$ cat src/rtl/ramen_timer_pkg.sv
// Shared types and helpers for the ramen countdown timer.
//   state_t      : controller state encoding, also driven out on state_o
//   bcd_digit_t  : one BCD digit
//   PRESET_W     : width of the binary preset-minutes register
//   bcd_dec_mmss : MM:SS BCD minus one second (caller guarantees not 00:00)
//   bin2bcd      : binary minutes to {tens,units} BCD
package ramen_timer_pkg;

  typedef enum logic [2:0] {
    IDLE   = 3'd0,
    RUN    = 3'd1,
    PAUSE  = 3'd2,
    TIMEUP = 3'd3
  } state_t;

  typedef logic [3:0] bcd_digit_t;

  localparam int PRESET_W = 7;

  function automatic logic [15:0] bcd_dec_mmss(input logic [7:0] mm,
                                               input logic [7:0] ss);
    bcd_digit_t mt, mu, st, su;
    {mt, mu} = mm;
    {st, su} = ss;
    if (su != 4'd0) begin
      su = su - 4'd1;
    end else if (st != 4'd0) begin
      st = st - 4'd1;
      su = 4'd9;
    end else begin
      // seconds wrap 00 -> 59 and borrow one minute
      st = 4'd5;
      su = 4'd9;
      if (mu != 4'd0) begin
        mu = mu - 4'd1;
      end else begin
        mt = mt - 4'd1;
        mu = 4'd9;
      end
    end
    return {mt, mu, st, su};
  endfunction

  function automatic logic [7:0] bin2bcd(input logic [PRESET_W-1:0] v);
    return {4'(v / 7'd10), 4'(v % 7'd10)};
  endfunction

endpackage

$ cat src/rtl/ramen_timer_ctrl_if.sv
// Key / tick / display bundle between the board-side stimulus and the timer
// controller.
//   key_n          : raw active-low keys, [0] start/pause, [1] set/cancel
//   tick_1s        : one-cycle pulse per second
//   run_en         : high while counting
//   remain_min_bcd : remaining minutes {tens,units}
//   remain_sec_bcd : remaining seconds {tens,units}
//   state_o        : controller state encoding
//   timeup         : high while in TIMEUP
//   alarm_blink    : toggles per tick in TIMEUP
// master drives keys and tick, slave (the controller) drives the rest.
interface ramen_timer_ctrl_if;
  logic [1:0] key_n;
  logic       tick_1s;
  logic       run_en;
  logic [7:0] remain_min_bcd;
  logic [7:0] remain_sec_bcd;
  logic [2:0] state_o;
  logic       timeup;
  logic       alarm_blink;

  modport master (
    output key_n, tick_1s,
    input  run_en, remain_min_bcd, remain_sec_bcd, state_o, timeup, alarm_blink
  );

  modport slave (
    input  key_n, tick_1s,
    output run_en, remain_min_bcd, remain_sec_bcd, state_o, timeup, alarm_blink
  );
endinterface

$ cat src/rtl/ramen_timer_ctrl_key_debounce.sv
// Single-key debouncer.
//   clk, rst_n : clock, asynchronous active-low reset
//   key_n      : raw asynchronous active-low key
//   press      : one-cycle pulse on a debounced press (high-to-low)
// A new level is accepted only after the synchronised input has differed
// from the current debounced level for CLK_FREQ_KHZ*DEBOUNCE_MS cycles.
module key_debounce #(
  parameter int CLK_FREQ_KHZ = 50000,
  parameter int DEBOUNCE_MS  = 20
) (
  input  logic clk,
  input  logic rst_n,
  input  logic key_n,
  output logic press
);
  import ramen_timer_pkg::*;

  localparam int N  = (CLK_FREQ_KHZ * DEBOUNCE_MS < 1) ? 1 : CLK_FREQ_KHZ * DEBOUNCE_MS;
  localparam int CW = (N < 2) ? 1 : $clog2(N);

  logic          sync1, sync2, level;
  logic [CW-1:0] cnt;

  always_ff @(posedge clk or negedge rst_n) begin
    if (!rst_n) begin
      sync1 <= 1'b1;
      sync2 <= 1'b1;
      level <= 1'b1;
      cnt   <= '0;
      press <= 1'b0;
    end else begin
      sync1 <= key_n;
      sync2 <= sync1;
      press <= 1'b0;
      if (sync2 != level) begin
        if (cnt == CW'(N - 1)) begin
          level <= sync2;
          cnt   <= '0;
          press <= ~sync2;  // only the falling edge is an event
        end else begin
          cnt <= cnt + CW'(1);
        end
      end else begin
        cnt <= '0;  // any bounce back restarts the window
      end
    end
  end

endmodule

$ cat src/rtl/ramen_timer_ctrl.sv
// Ramen countdown timer controller.
//   clk, rst_n : clock, asynchronous active-low reset
//   bus        : keys and 1 s tick in; remaining MM:SS BCD, state, run_en,
//                timeup and alarm_blink out (all registered)
// Two debounced keys set the preset and start/pause/cancel a countdown that
// advances on tick_1s; reaching 00:00 enters TIMEUP, which blinks the alarm
// for ALARM_SEC ticks or until a key event, then returns to IDLE.
module ramen_timer_ctrl
  import ramen_timer_pkg::*;
#(
  parameter int CLK_FREQ_KHZ       = 50000,
  parameter int DEBOUNCE_MS        = 20,
  parameter int PRESET_MIN_DEFAULT = 3,
  parameter int MAX_MIN            = 59,
  parameter int ALARM_SEC          = 10
) (
  input  logic               clk,
  input  logic               rst_n,
  ramen_timer_ctrl_if.slave  bus
);

  localparam int TC_W = (ALARM_SEC < 2) ? 1 : $clog2(ALARM_SEC);

  state_t                state;
  logic [PRESET_W-1:0]   preset, preset_inc;
  logic [7:0]            rmin, rsec;
  logic                  run_en_q, timeup_q, blink_q;
  logic [TC_W-1:0]       tick_cnt;
  logic                  ev0, ev1;
  logic [15:0]           dec;
  logic                  at_zero, dec_zero;

  key_debounce #(.CLK_FREQ_KHZ(CLK_FREQ_KHZ), .DEBOUNCE_MS(DEBOUNCE_MS)) u_deb0 (
    .clk(clk), .rst_n(rst_n), .key_n(bus.key_n[0]), .press(ev0)
  );
  key_debounce #(.CLK_FREQ_KHZ(CLK_FREQ_KHZ), .DEBOUNCE_MS(DEBOUNCE_MS)) u_deb1 (
    .clk(clk), .rst_n(rst_n), .key_n(bus.key_n[1]), .press(ev1)
  );

  always_comb begin
    preset_inc = (preset >= PRESET_W'(MAX_MIN)) ? PRESET_W'(1) : preset + PRESET_W'(1);
    dec        = bcd_dec_mmss(rmin, rsec);
    at_zero    = (rmin == 8'h00) && (rsec == 8'h00);
    dec_zero   = (dec == 16'h0000);
  end

  // Key1 is tested before key0 everywhere so it wins on simultaneous events.
  always_ff @(posedge clk or negedge rst_n) begin
    if (!rst_n) begin
      state    <= IDLE;
      preset   <= PRESET_W'(PRESET_MIN_DEFAULT);
      rmin     <= bin2bcd(PRESET_W'(PRESET_MIN_DEFAULT));
      rsec     <= 8'h00;
      run_en_q <= 1'b0;
      timeup_q <= 1'b0;
      blink_q  <= 1'b0;
      tick_cnt <= '0;
    end else begin
      case (state)
        IDLE: begin
          rsec <= 8'h00;
          if (ev1) begin
            preset <= preset_inc;
            rmin   <= bin2bcd(preset_inc);
          end else begin
            rmin <= bin2bcd(preset);
            if (ev0) begin
              state    <= RUN;
              run_en_q <= 1'b1;
            end
          end
        end
        RUN: begin
          if (bus.tick_1s && !at_zero) begin
            {rmin, rsec} <= dec;
          end
          // expiry beats any key taken in the same cycle
          if (bus.tick_1s && !at_zero && dec_zero) begin
            state    <= TIMEUP;
            run_en_q <= 1'b0;
            timeup_q <= 1'b1;
            blink_q  <= 1'b0;
            tick_cnt <= '0;
          end else if (ev1) begin
            state    <= IDLE;
            run_en_q <= 1'b0;
            rmin     <= bin2bcd(preset);
            rsec     <= 8'h00;
          end else if (ev0) begin
            state    <= PAUSE;
            run_en_q <= 1'b0;
          end
        end
        PAUSE: begin
          if (ev1) begin
            state <= IDLE;
            rmin  <= bin2bcd(preset);
            rsec  <= 8'h00;
          end else if (ev0) begin
            state    <= RUN;
            run_en_q <= 1'b1;
          end
        end
        TIMEUP: begin
          rmin <= 8'h00;
          rsec <= 8'h00;
          if (ev0 || ev1 || (bus.tick_1s && (tick_cnt == TC_W'(ALARM_SEC - 1)))) begin
            state    <= IDLE;
            timeup_q <= 1'b0;
            blink_q  <= 1'b0;
            tick_cnt <= '0;
            rmin     <= bin2bcd(preset);
          end else if (bus.tick_1s) begin
            blink_q  <= ~blink_q;
            tick_cnt <= tick_cnt + TC_W'(1);
          end
        end
        default: begin
          state    <= IDLE;
          run_en_q <= 1'b0;
          timeup_q <= 1'b0;
          blink_q  <= 1'b0;
          tick_cnt <= '0;
        end
      endcase
    end
  end

  assign bus.run_en         = run_en_q;
  assign bus.remain_min_bcd = rmin;
  assign bus.remain_sec_bcd = rsec;
  assign bus.state_o        = state;
  assign bus.timeup         = timeup_q;
  assign bus.alarm_blink    = blink_q;

endmodule

$ cat src/flat_wrapper.sv
// flat-port wrapper written by rule: the top's interface ports become plain ports
module ramen_timer_ctrl_flat import ramen_timer_pkg::*;
#(
  parameter int CLK_FREQ_KHZ       = 50000,
  parameter int DEBOUNCE_MS        = 20,
  parameter int PRESET_MIN_DEFAULT = 3,
  parameter int MAX_MIN            = 59,
  parameter int ALARM_SEC          = 10
)
  (clk, rst_n, bus_key_n, bus_tick_1s, bus_run_en, bus_remain_min_bcd, bus_remain_sec_bcd, bus_state_o, bus_timeup, bus_alarm_blink);
  ramen_timer_ctrl_if bus_i ();
  input  logic clk;
  input  logic rst_n;
  input wire logic [$bits(bus_i.key_n)-1:0] bus_key_n;
  input wire logic [$bits(bus_i.tick_1s)-1:0] bus_tick_1s;
  output wire logic [$bits(bus_i.run_en)-1:0] bus_run_en;
  output wire logic [$bits(bus_i.remain_min_bcd)-1:0] bus_remain_min_bcd;
  output wire logic [$bits(bus_i.remain_sec_bcd)-1:0] bus_remain_sec_bcd;
  output wire logic [$bits(bus_i.state_o)-1:0] bus_state_o;
  output wire logic [$bits(bus_i.timeup)-1:0] bus_timeup;
  output wire logic [$bits(bus_i.alarm_blink)-1:0] bus_alarm_blink;
  assign bus_i.key_n = bus_key_n;
  assign bus_i.tick_1s = bus_tick_1s;
  assign bus_run_en = bus_i.run_en;
  assign bus_remain_min_bcd = bus_i.remain_min_bcd;
  assign bus_remain_sec_bcd = bus_i.remain_sec_bcd;
  assign bus_state_o = bus_i.state_o;
  assign bus_timeup = bus_i.timeup;
  assign bus_alarm_blink = bus_i.alarm_blink;
  ramen_timer_ctrl #(.CLK_FREQ_KHZ(CLK_FREQ_KHZ), .DEBOUNCE_MS(DEBOUNCE_MS), .PRESET_MIN_DEFAULT(PRESET_MIN_DEFAULT), .MAX_MIN(MAX_MIN), .ALARM_SEC(ALARM_SEC)) u_core (.clk(clk), .rst_n(rst_n), .bus(bus_i));
endmodule
$ cat config.mk
export PLATFORM = sky130hd
export DESIGN_NAME = ramen_timer_ctrl_flat
export DESIGN_NICKNAME = d
export VERILOG_FILES = /design/src/rtl/ramen_timer_pkg.sv /design/src/rtl/ramen_timer_ctrl_if.sv /design/src/rtl/ramen_timer_ctrl_key_debounce.sv /design/src/rtl/ramen_timer_ctrl.sv /design/src/flat_wrapper.sv
export SDC_FILE = /design/constraint.sdc
export NUM_CORES = 1
export LEC_CHECK = 0
export CORE_UTILIZATION = 50
export CTS_CLUSTER_SIZE = 30
export DETAILED_ROUTE_END_ITERATION = 16
export GPL_ROUTABILITY_DRIVEN = 0
export PLACE_DENSITY = 0.68
export SYNTH_ARGS = -nofsm -noshare
export SYNTH_HDL_FRONTEND = slang
export SYNTH_SLANG_ARGS = --single-unit
export TNS_END_PERCENT = 50
$ cat constraint.sdc
create_clock -name clk -period 8.4 [get_ports clk]
set_input_delay 2.1 -clock clk [delete_from_list [all_inputs] [get_ports clk]]
set_output_delay 2.1 -clock clk [all_outputs]
set_load 0.02 [all_outputs]
Word level (Yosys, flattened, before mapping)
Cells that the tools add are included.
{"block": "totals", "regBits": 81, "input_bits": 5, "elab_cells": 134, "out_inout_bits": 22}
{"block": "classes", "n_lt_le_gt_ge": 1, "add_sub_neg": 8, "n_reduce_logical": 27, "n_div": 4, "n_mux": 55, "bitwise": 5, "eq_ne": 16}
{"cell": "$mux W20", "n": 4}
{"cell": "$mux W8", "n": 10}
{"cell": "$mux W4", "n": 12}
{"cell": "$add A20 B1 Y20 const B", "n": 2}
{"cell": "$eq A20 B20 Y1 const B", "n": 2}
{"cell": "$pmux W8 S4", "n": 1}
{"cell": "$pmux W8 S3", "n": 1}
{"cell": "$mux W3", "n": 7}
{"cell": "$logic_not A16 Y1", "n": 1}
{"cell": "$logic_not A8 Y1", "n": 2}
{"cell": "$reduce_bool A4 Y1", "n": 4}
{"cell": "$sub A4 B1 Y4 const B", "n": 4}
{"cell": "$div A7 B4 Y7 const B", "n": 2}
{"cell": "$mod A7 B4 Y7 const B", "n": 2}
{"cell": "$mux W1", "n": 14}
{"cell": "$pmux W3 S4", "n": 1}
{"cell": "$pmux W4 S3", "n": 1}
{"cell": "$reduce_and A2 Y1", "n": 5}
{"cell": "$pmux W1 S3", "n": 3}
{"cell": "$reduce_and A3 Y1", "n": 3}
{"cell": "$add A7 B1 Y7 const B", "n": 1}
{"cell": "$ge A7 B6 Y1 const B", "n": 1}
{"cell": "$mux W7", "n": 1}
{"cell": "$eq A3 B2 Y1 const B", "n": 2}
{"cell": "other kinds (16)", "n": 30}

Depth between registers and ports, before layout
Gate-level depths: netlist of the first run.
{"block": "depth", "depth_word": 8, "ltp_mapped": 13, "mapped_depth_nobuf": 12}

Cells and area by module
A second synthesis of the first run with hierarchy kept.
{"block": "hier_totals", "hier_cells": 677, "hier_area_um2": 5768.0}
{"module": "ramen_timer_ctrl", "cells_each": 463, "n_inst": 1, "area_per_inst_um2": 3390.8, "seq_area_each_um2": 830.8}
{"module": "key_debounce", "cells_each": 107, "n_inst": 2, "area_per_inst_um2": 1188.6, "seq_area_each_um2": 604.3}

Worst setup path after synthesis of the first run
No wires, ideal clock.
{"block": "synth_timing", "path_type": "in2reg", "startpoint": "input bus_tick_1s", "endpoint": "register u_core.rmin[5] (netlist: u_core.bus.remain_min_bcd[5])", "setup_slack_ps": 4524, "required_time_ps": 8313, "n_path_buf": 1, "path_stages": 7, "arrival_time_ps": 3790, "setup_ps": 87, "path_cell_list": "clkbuf_1 > o221ai_1 > a2111o_1 > o21ai_4 > nand2_2 > or4_1 > o211ai_1"}
{"block": "synth_between", "elab_chain_len": 5, "word_cells_on_any_way": 9, "classes_between": "5 x mux; 4 x reduce/logical"}
{"item": "start, declared", "line_no": "flat_wrapper.sv:15", "source": "input wire logic [$bits(bus_i.tick_1s)-1:0] bus_tick_1s;"}
{"item": "$logic_and A1 B1 Y1", "line_no": "ramen_timer_ctrl.sv:74, ramen_timer_ctrl.sv:78"}
{"item": "$mux W8", "line_no": "ramen_timer_ctrl.sv:74", "source": "if (bus.tick_1s && !at_zero) begin"}
{"item": "$mux W8", "line_no": "ramen_timer_ctrl.sv:84", "source": "end else if (ev1) begin"}
{"item": "$mux W8", "line_no": "ramen_timer_ctrl.sv:78", "source": "if (bus.tick_1s && !at_zero && dec_zero) begin"}
{"item": "$pmux W8 S4 (*)", "line_no": "ramen_timer_ctrl.sv:59", "source": "case (state)"}
{"item": "end signal, assigned", "line_no": "ramen_timer_ctrl.sv:64", "source": "rmin <= bin2bcd(preset_inc);"}
{"item": "end signal, assigned", "line_no": "ramen_timer_ctrl.sv:66", "source": "rmin <= bin2bcd(preset);"}
{"item": "end signal, assigned", "line_no": "ramen_timer_ctrl.sv:87", "source": "rmin <= bin2bcd(preset);"}
{"item": "end, declared", "line_no": "ramen_timer_ctrl.sv:26", "source": "logic [7:0] rmin, rsec;"}
Every way passes the cells marked *; elsewhere a longest branch is shown, timed or not.
A chain may end at the register's enable or synchronous reset.

Worst setup path in the final report of the first run
{"block": "layout_timing", "startpoint": "input bus_tick_1s", "endpoint": "register u_core.rsec[1] (netlist: u_core.bus.remain_sec_bcd[1])"}
{"block": "layout_between", "elab_chain_len": 5, "word_cells_on_any_way": 6, "classes_between": "4 x mux; 2 x reduce/logical"}
{"item": "$logic_and A1 B1 Y1 (*)", "line_no": "ramen_timer_ctrl.sv:74, ramen_timer_ctrl.sv:78"}
{"item": "$mux W8", "line_no": "ramen_timer_ctrl.sv:74"}
{"item": "$mux W8", "line_no": "ramen_timer_ctrl.sv:84"}
{"item": "$mux W8 (*)", "line_no": "ramen_timer_ctrl.sv:78"}
{"item": "$pmux W8 S3 (*)", "line_no": "ramen_timer_ctrl.sv:59"}
{"item": "end signal, assigned", "line_no": "ramen_timer_ctrl.sv:61", "source": "rsec <= 8'h00;"}
{"item": "end signal, assigned", "line_no": "ramen_timer_ctrl.sv:75", "source": "{rmin, rsec} <= dec;"}
{"item": "end signal, assigned", "line_no": "ramen_timer_ctrl.sv:88", "source": "rsec <= 8'h00;"}
{"item": "end, declared", "line_no": "ramen_timer_ctrl.sv:26"}
Marks and branches as above.

==> impl_metrics.tcl, run 1 <==
set metrics [dict create \
    run_status "completed" \
    cp_max_fo 10 \
    final-hold-violation-count 0 \
    hpwl_um 7540 \
    final_area_um2 5520 \
    fin_crit_ns 4.07 \
    ant_nets 0 \
    hold-worst-slack_ns 0.358 \
    grt.overflow.total 0 \
    routed_wirelength_um 11000 \
    antennaDiodeCount 0 \
    leakage_nw 2.21 \
    finalNetCount 600 \
    htreeDepth 3 \
    worstRegToRegCells 10 \
    fp.dieH_um 102 \
    maxCapViolCount 0 \
    drc 0 \
    vias 4263 \
    start_kind "primary input" \
    cts.sinks 81 \
    yosysTopAreaCell "dfrtp_1" \
    maxSlewViolCount 0 \
    start_util_pct 51.3 \
    post_drt_wl_per_cell_um 15.3 \
    synth_ff_type "dfrtp_1" \
    ir_drop_mv 0.110 \
    grt_pass1_wl_um 18700 \
    layout-drive-gt1-share_pct 7.33 \
    cts_buffers 9 \
    cts_max_path_buffers 2 \
    cts_tree "built" \
    arrival_ns 4.34 \
    ys_types 68 \
    reg2reg_to "u_core.bus.remain_sec_bcd[1]" \
    mostFrequentLayoutCells "dfrtp_1 (71), nor2_1 (65), nand2_1 (47), o21ai_0 (42), a21oi_1 (35)" \
    dr.pass1.iters 5 \
    first_iter_violations 372 \
    synth-async-reset-ratio_pct 100 \
    r2r_slack_ns 5.06 \
    antenna_found_initial 0 \
    grt_max_degree 82 \
    cp-end-kind "flip-flop" \
    synth_edf_count 0 \
    slew_headroom_pct 31.1 \
    finalClockSkew_ns 0.0135 \
    die_w_um 102 \
    cts_root_buffer "clkbuf_8" \
    fp-row-count 36 \
    avgSynthCellArea_um2 8.78 \
    postCtsHoldBufs 0 \
    post-route-period-util_pct 48.5 \
    synth-seq-cells 81 \
    worst_pin_slew_ns 1.03 \
    power_density_nw_per_um2 139 \
    min_path_type "flip-flop to flip-flop" \
    core_um2 9730 \
    dieArea_um2 10400 \
    timing.rr.start "u_core.bus.remain_sec_bcd[0]" \
    post_cts_buffers 0 \
    synth_fp_nets 586 \
    track_usage_pct 22.9 \
    syn_area_um2 4990 \
    placed_area_um2 5300 \
    ctsResizeCount 0 \
    synth_top_area_share_pct 35.6 \
    portBuffers 26 \
    setup_viol 0 \
    grt_pass1_vias 3940 \
    final_common_cell "dfrtp_1" \
    tns_ns 0 \
    io_pins 27 \
    critical_path.endpoint "u_core.bus.remain_sec_bcd[1]" \
    rsz0062_at_grt "false" \
    yosysSeqAreaShare_pct 40.9 \
    cp-startpoint "bus_tick_1s" \
    ys_warn_count 0 \
    avgViaCountPerCell 5.92 \
    path_class "primary input to flip-flop" \
    required_ns 8.67 \
    netlist_instances 568 \
    syn2layout_area_growth_pct 10.7 \
    path_clk_slew_ns 0.09 \
    fmax_mhz 246 \
    synth.area.top_cells "dfrtp_1 (36%), dfstp_2 (5.3%), nor2_1 (4.9%)" \
    clock_latency_ns 0.36 \
]
[final cells by class]
cell class                      count  area, um2
Fill cell                         887       4210
Multi-Input combinational cell    446       2770
Sequential cell                    81       2040
Timing Repair Buffer               26        258
Tap cell                          133        166
Clock buffer                        9        124
Clock inverter                      7       95.1
Inverter                           18       67.6
[cells in the mapped netlist, types with 5 or more instances]
library cell and count:
nor3_1 17, xnor2_1 18, nand3_1 22, ha_1 13
dfstp_2 10, xor2_1 23, or2_2 5, and2_1 8
a31oi_1 5, clkbuf_1 15, nand2_1 47, o31ai_1 7
o22ai_1 7, nand2b_1 7, a21oi_1 35, a21o_1 7
inv_1 18, and3_1 14, nor2_1 65, o21ai_0 42
nor4b_1 5, nor4_1 7, nor3b_1 6, dfrtp_1 71
or3_1 9, nand4_1 12
[routing by layer]
metal,routed length (um),up-vias,track usage (%)
li1,-,2069,-
met2,5010,152,35.4
met1,5150,2021,31.9
met3,636,21,4.99
met4,199,0,7.91
met5,0,-,0
[worst min-delay path by stage]
stage | startpoint | to | slack [ns] | depth (start not counted)
floorplan | u_core.u_deb0.sync1 | u_core.u_deb0.sync2 | 0.35 | 0
global placement | u_core.u_deb0.sync1 | u_core.u_deb0.sync2 | 0.35 | 0
detailed placement | u_core.u_deb0.sync1 | u_core.u_deb0.sync2 | 0.35 | 0
CTS | u_core.u_deb0.sync1 | u_core.u_deb0.sync2 | 0.36 | 0
global route | u_core.u_deb1.sync1 | u_core.u_deb1.sync2 | 0.36 | 0
finish | u_core.u_deb0.sync1 | u_core.u_deb0.sync2 | 0.36 | 0
[logic make-up after synthesis]
family                   count (synthesis)  synth area share, %
AO/OA/AOI/OAI                          143                 18.7
XOR/XNOR                                41                 7.20
adder cells (fa/ha/maj)                 14                 3.46
buffers and inverters                   41                 3.54
flip-flops                              81                 40.9
multiplexers                             7                 1.48
other                                    1               0.0752
AND/OR/NAND/NOR                        240                 24.7
[worst max-delay path: stages]
cell             delay, ns
clkdlybuf4s50_1       0.66
o221ai_1              0.21
a2111o_1              0.45
o21a_1                0.31
nor2_4                0.25
nand2_1               0.14
o31ai_1               0.23
[through the flow]
stage | utilization (%) | setup slack, ns | std cells | power (mW)
floorplan | - | 4.52 | 568 | 0.436
global placement | 54.5 | 4.02 | 704 | 0.455
detailed placement | 54.5 | 3.98 | 704 | 0.455
CTS | 56.8 | 4.34 | 720 | 0.776
global route | 56.8 | 4.18 | 720 | 0.800
finish | 56.8 | 4.33 | 720 | 0.769
[power by group]
| group | total, mW | internal (mW) | leakage (nW) | switching [mW] |
|---|---|---|---|---|
| registers | 0.402 | 0.396 | 1.08 | 0.00675 |
| clock network | 0.322 | 0.167 | 0.109 | 0.154 |
| logic | 0.0449 | 0.0148 | 1.02 | 0.0301 |
| total | 0.769 | 0.578 | 2.21 | 0.191 |
[flip-flops by register name (all words and copies together) (netlist names)]
name,cells
u_core.bus.remain_min_bcd,8
u_core.bus.run_en,1
u_core.bus.alarm_blink,1
u_core.u_deb1.level,1
u_core.bus.timeup,1
u_core.u_deb1.sync1,1
u_core.tick_cnt,4
u_core.u_deb1.cnt,20
u_core.u_deb0.press,1
u_core.u_deb0.cnt,20
u_core.u_deb0.sync2,1
u_core.preset,7
u_core.bus.state_o,3
u_core.bus.remain_sec_bcd,8
u_core.u_deb1.press,1
u_core.u_deb1.sync2,1
u_core.u_deb0.sync1,1
u_core.u_deb0.level,1
Power figures use the tool's default switching activity.
==> run 2, diff against run 1 <==
==> constraint.sdc (replaced) <==
create_clock -name clk -period 3.82 [get_ports clk]
set_input_delay 0.955 -clock clk [delete_from_list [all_inputs] [get_ports clk]]
set_output_delay 0.955 -clock clk [all_outputs]
set_load 0.02 [all_outputs]
==> impl_metrics.tcl, run 2 (synthesis gave the netlist of run 1 again) <==
set metrics [dict create \
    run_status "completed" \
    postCtsHoldBufs 0 \
    mostFrequentLayoutCells "dfrtp_1 (71), nor2_1 (65), nand2_1 (47), o21ai_0 (42), a21oi_1 (35)" \
    r2r_slack_ns 0.61 \
    tns_ns 0 \
    die_w_um 102 \
    min_path_type "flip-flop to flip-flop" \
    grt_max_degree 82 \
    path_class "flip-flop to flip-flop" \
    post_drt_wl_per_cell_um 15.2 \
    grt_pass1_vias 3979 \
    antenna_found_initial 0 \
    reg_top3 "u_core.u_deb0.cnt x20, u_core.u_deb1.cnt x20" \
    power_density_nw_per_um2 314 \
    portBuffers 26 \
    htreeDepth 3 \
    maxSlewViolCount 0 \
    p_sw_mw 0.404 \
    avgViaCountPerCell 5.85 \
    antennaDiodeCount 0 \
    min-delay-start "u_core.u_deb1.sync1" \
    fp.dieH_um 102 \
    final-hold-violation-count 0 \
    rsz0062_at_grt "false" \
    cts_root_buffer "clkbuf_8" \
    cts_tree "built" \
    io_pins 27 \
    vias 4223 \
    cp-end-kind "flip-flop" \
    p_seq_share_pct 50.8 \
    fill_cells 913 \
    reg2reg_to "u_core.bus.remain_sec_bcd[1]" \
    required_ns 4.08 \
    clock_latency_ns 0.36 \
    routed_wirelength_um 11000 \
    final_core_util_pct 57.1 \
    hold_end "u_core.u_deb1.sync2" \
    first_iter_violations 321 \
    syn2layout_area_growth_pct 11.3 \
    cts_max_path_buffers 2 \
    ctsResizeCount 0 \
    layout-drive-gt1-share_pct 7.30 \
    worstRegToRegCells 10 \
    start_util_pct 51.3 \
    dr.pass1.iters 6 \
    track_usage_pct 22.9 \
    fin_cells 722 \
    setup_viol 0 \
    grt_pass1_wl_um 18800 \
    worst_pin_slew_ns 1.01 \
    slew_headroom_pct 32.5 \
    ir_drop_mv 0.229 \
    core_um2 9730 \
    cp_slowest_cell "nor3b_2" \
    power.share.clock_pct 43.5 \
    post-route-period-util_pct 83.9 \
    drc 0 \
    final_common_cell "dfrtp_1" \
    max_stage_delay_ns 0.56 \
    cp_max_fo 12 \
    cts.sinks 81 \
    finalClockSkew_ns 0.0125 \
    hold_depth 0 \
    fmax_mhz 312 \
    cts_buffers 9 \
    fin_crit_ns 3.21 \
    path_clk_slew_ns 0.09 \
    leakage_nw 2.23 \
    switching_share_pct 23.2 \
    placedCellCount 706 \
    hpwl_um 7570 \
    pwr-share-comb_pct 5.8 \
    ant_nets 0 \
    timing.rr.start "u_core.bus.remain_sec_bcd[0]" \
    maxCapViolCount 0 \
    post_cts_buffers 0 \
    fp-row-count 36 \
    finalNetCount 602 \
    grt.overflow.total 0 \
    dieArea_um2 10400 \
    crit_chain "inv_1 -> ha_1 -> nor3b_2 -> and3_1 -> o221ai_1 -> a2111o_1 -> o21a_1 -> nor2_4 -> nand2_1 -> o31ai_1" \
    start_kind "flip-flop" \
    intPower_mw 1.34 \
    arrival_ns 3.47 \
]
[run 2: how the worst max path moves through the flow]
stage,start,depth (start not counted),to
after global routing,u_core.bus.remain_sec_bcd[0],10,u_core.bus.remain_sec_bcd[1]
after detailed placement,u_core.preset[0],11,u_core.bus.remain_min_bcd[2]
after global placement,u_core.preset[0],11,u_core.bus.remain_min_bcd[2]
final,u_core.bus.remain_sec_bcd[0],10,u_core.bus.remain_sec_bcd[1]
after floorplan,u_core.preset[0],11,u_core.bus.remain_min_bcd[2]
after CTS,u_core.preset[0],11,u_core.bus.remain_min_bcd[2]
[run 2: stage by stage]
stage                     area (um2)  worst slack, ns  hold slack (ns)  total power, mW
final                           5550            0.614            0.359             1.74
after global routing            5550            0.310            0.366             1.80
after CTS                       5550            0.609            0.360             1.76
after detailed placement        5320            0.614            0.349             1.00
after global placement          5320            0.752            0.346             1.00
after floorplan                 4990            0.971            0.345            0.958
[run 2: final cells by class]
| class | count | area (um2) | share of cell area, % |
|---|---|---|---|
| Inverter | 18 | 67.6 | 1.22 |
| Timing Repair Buffer | 28 | 273 | 4.91 |
| Tap cell | 133 | 166 | 3.00 |
| Sequential cell | 81 | 2040 | 36.7 |
| Multi-Input combinational cell | 446 | 2770 | 49.9 |
| Clock inverter | 5 | 104 | 1.87 |
| Clock buffer | 11 | 131 | 2.37 |
[run 2: per-layer routing]
metal / vias to the layer above / GRT usage [%] / share of wire, %
met2: 131 / 36.4 / 46
li1: 2081 / - / -
met4: 0 / 9.78 / 2.4
met3: 25 / 3.56 / 4.6
met1: 1986 / 31.5 / 47
met5: - / 0 / 0
[run 2: critical path, delay by kind of cell (launching register included)]
family	cells	cell delay [ns]
and+or+nand+nor	4	1.20
adders and majority gates	1	0.24
DFF	1	0.45
buffers and inverters	1	0.08
AOI/OAI and AO/OA	4	1.13
[run 2: power by group through the flow]
stage / Combinational, mW / Sequential [mW] / Clock, mW
after CTS: 0.102 / 0.884 / 0.770
final: 0.101 / 0.885 / 0.758
after floorplan: 0.0585 / 0.899 / 0
after global routing: 0.114 / 0.887 / 0.803
after global placement: 0.101 / 0.901 / 0
after detailed placement: 0.101 / 0.901 / 0
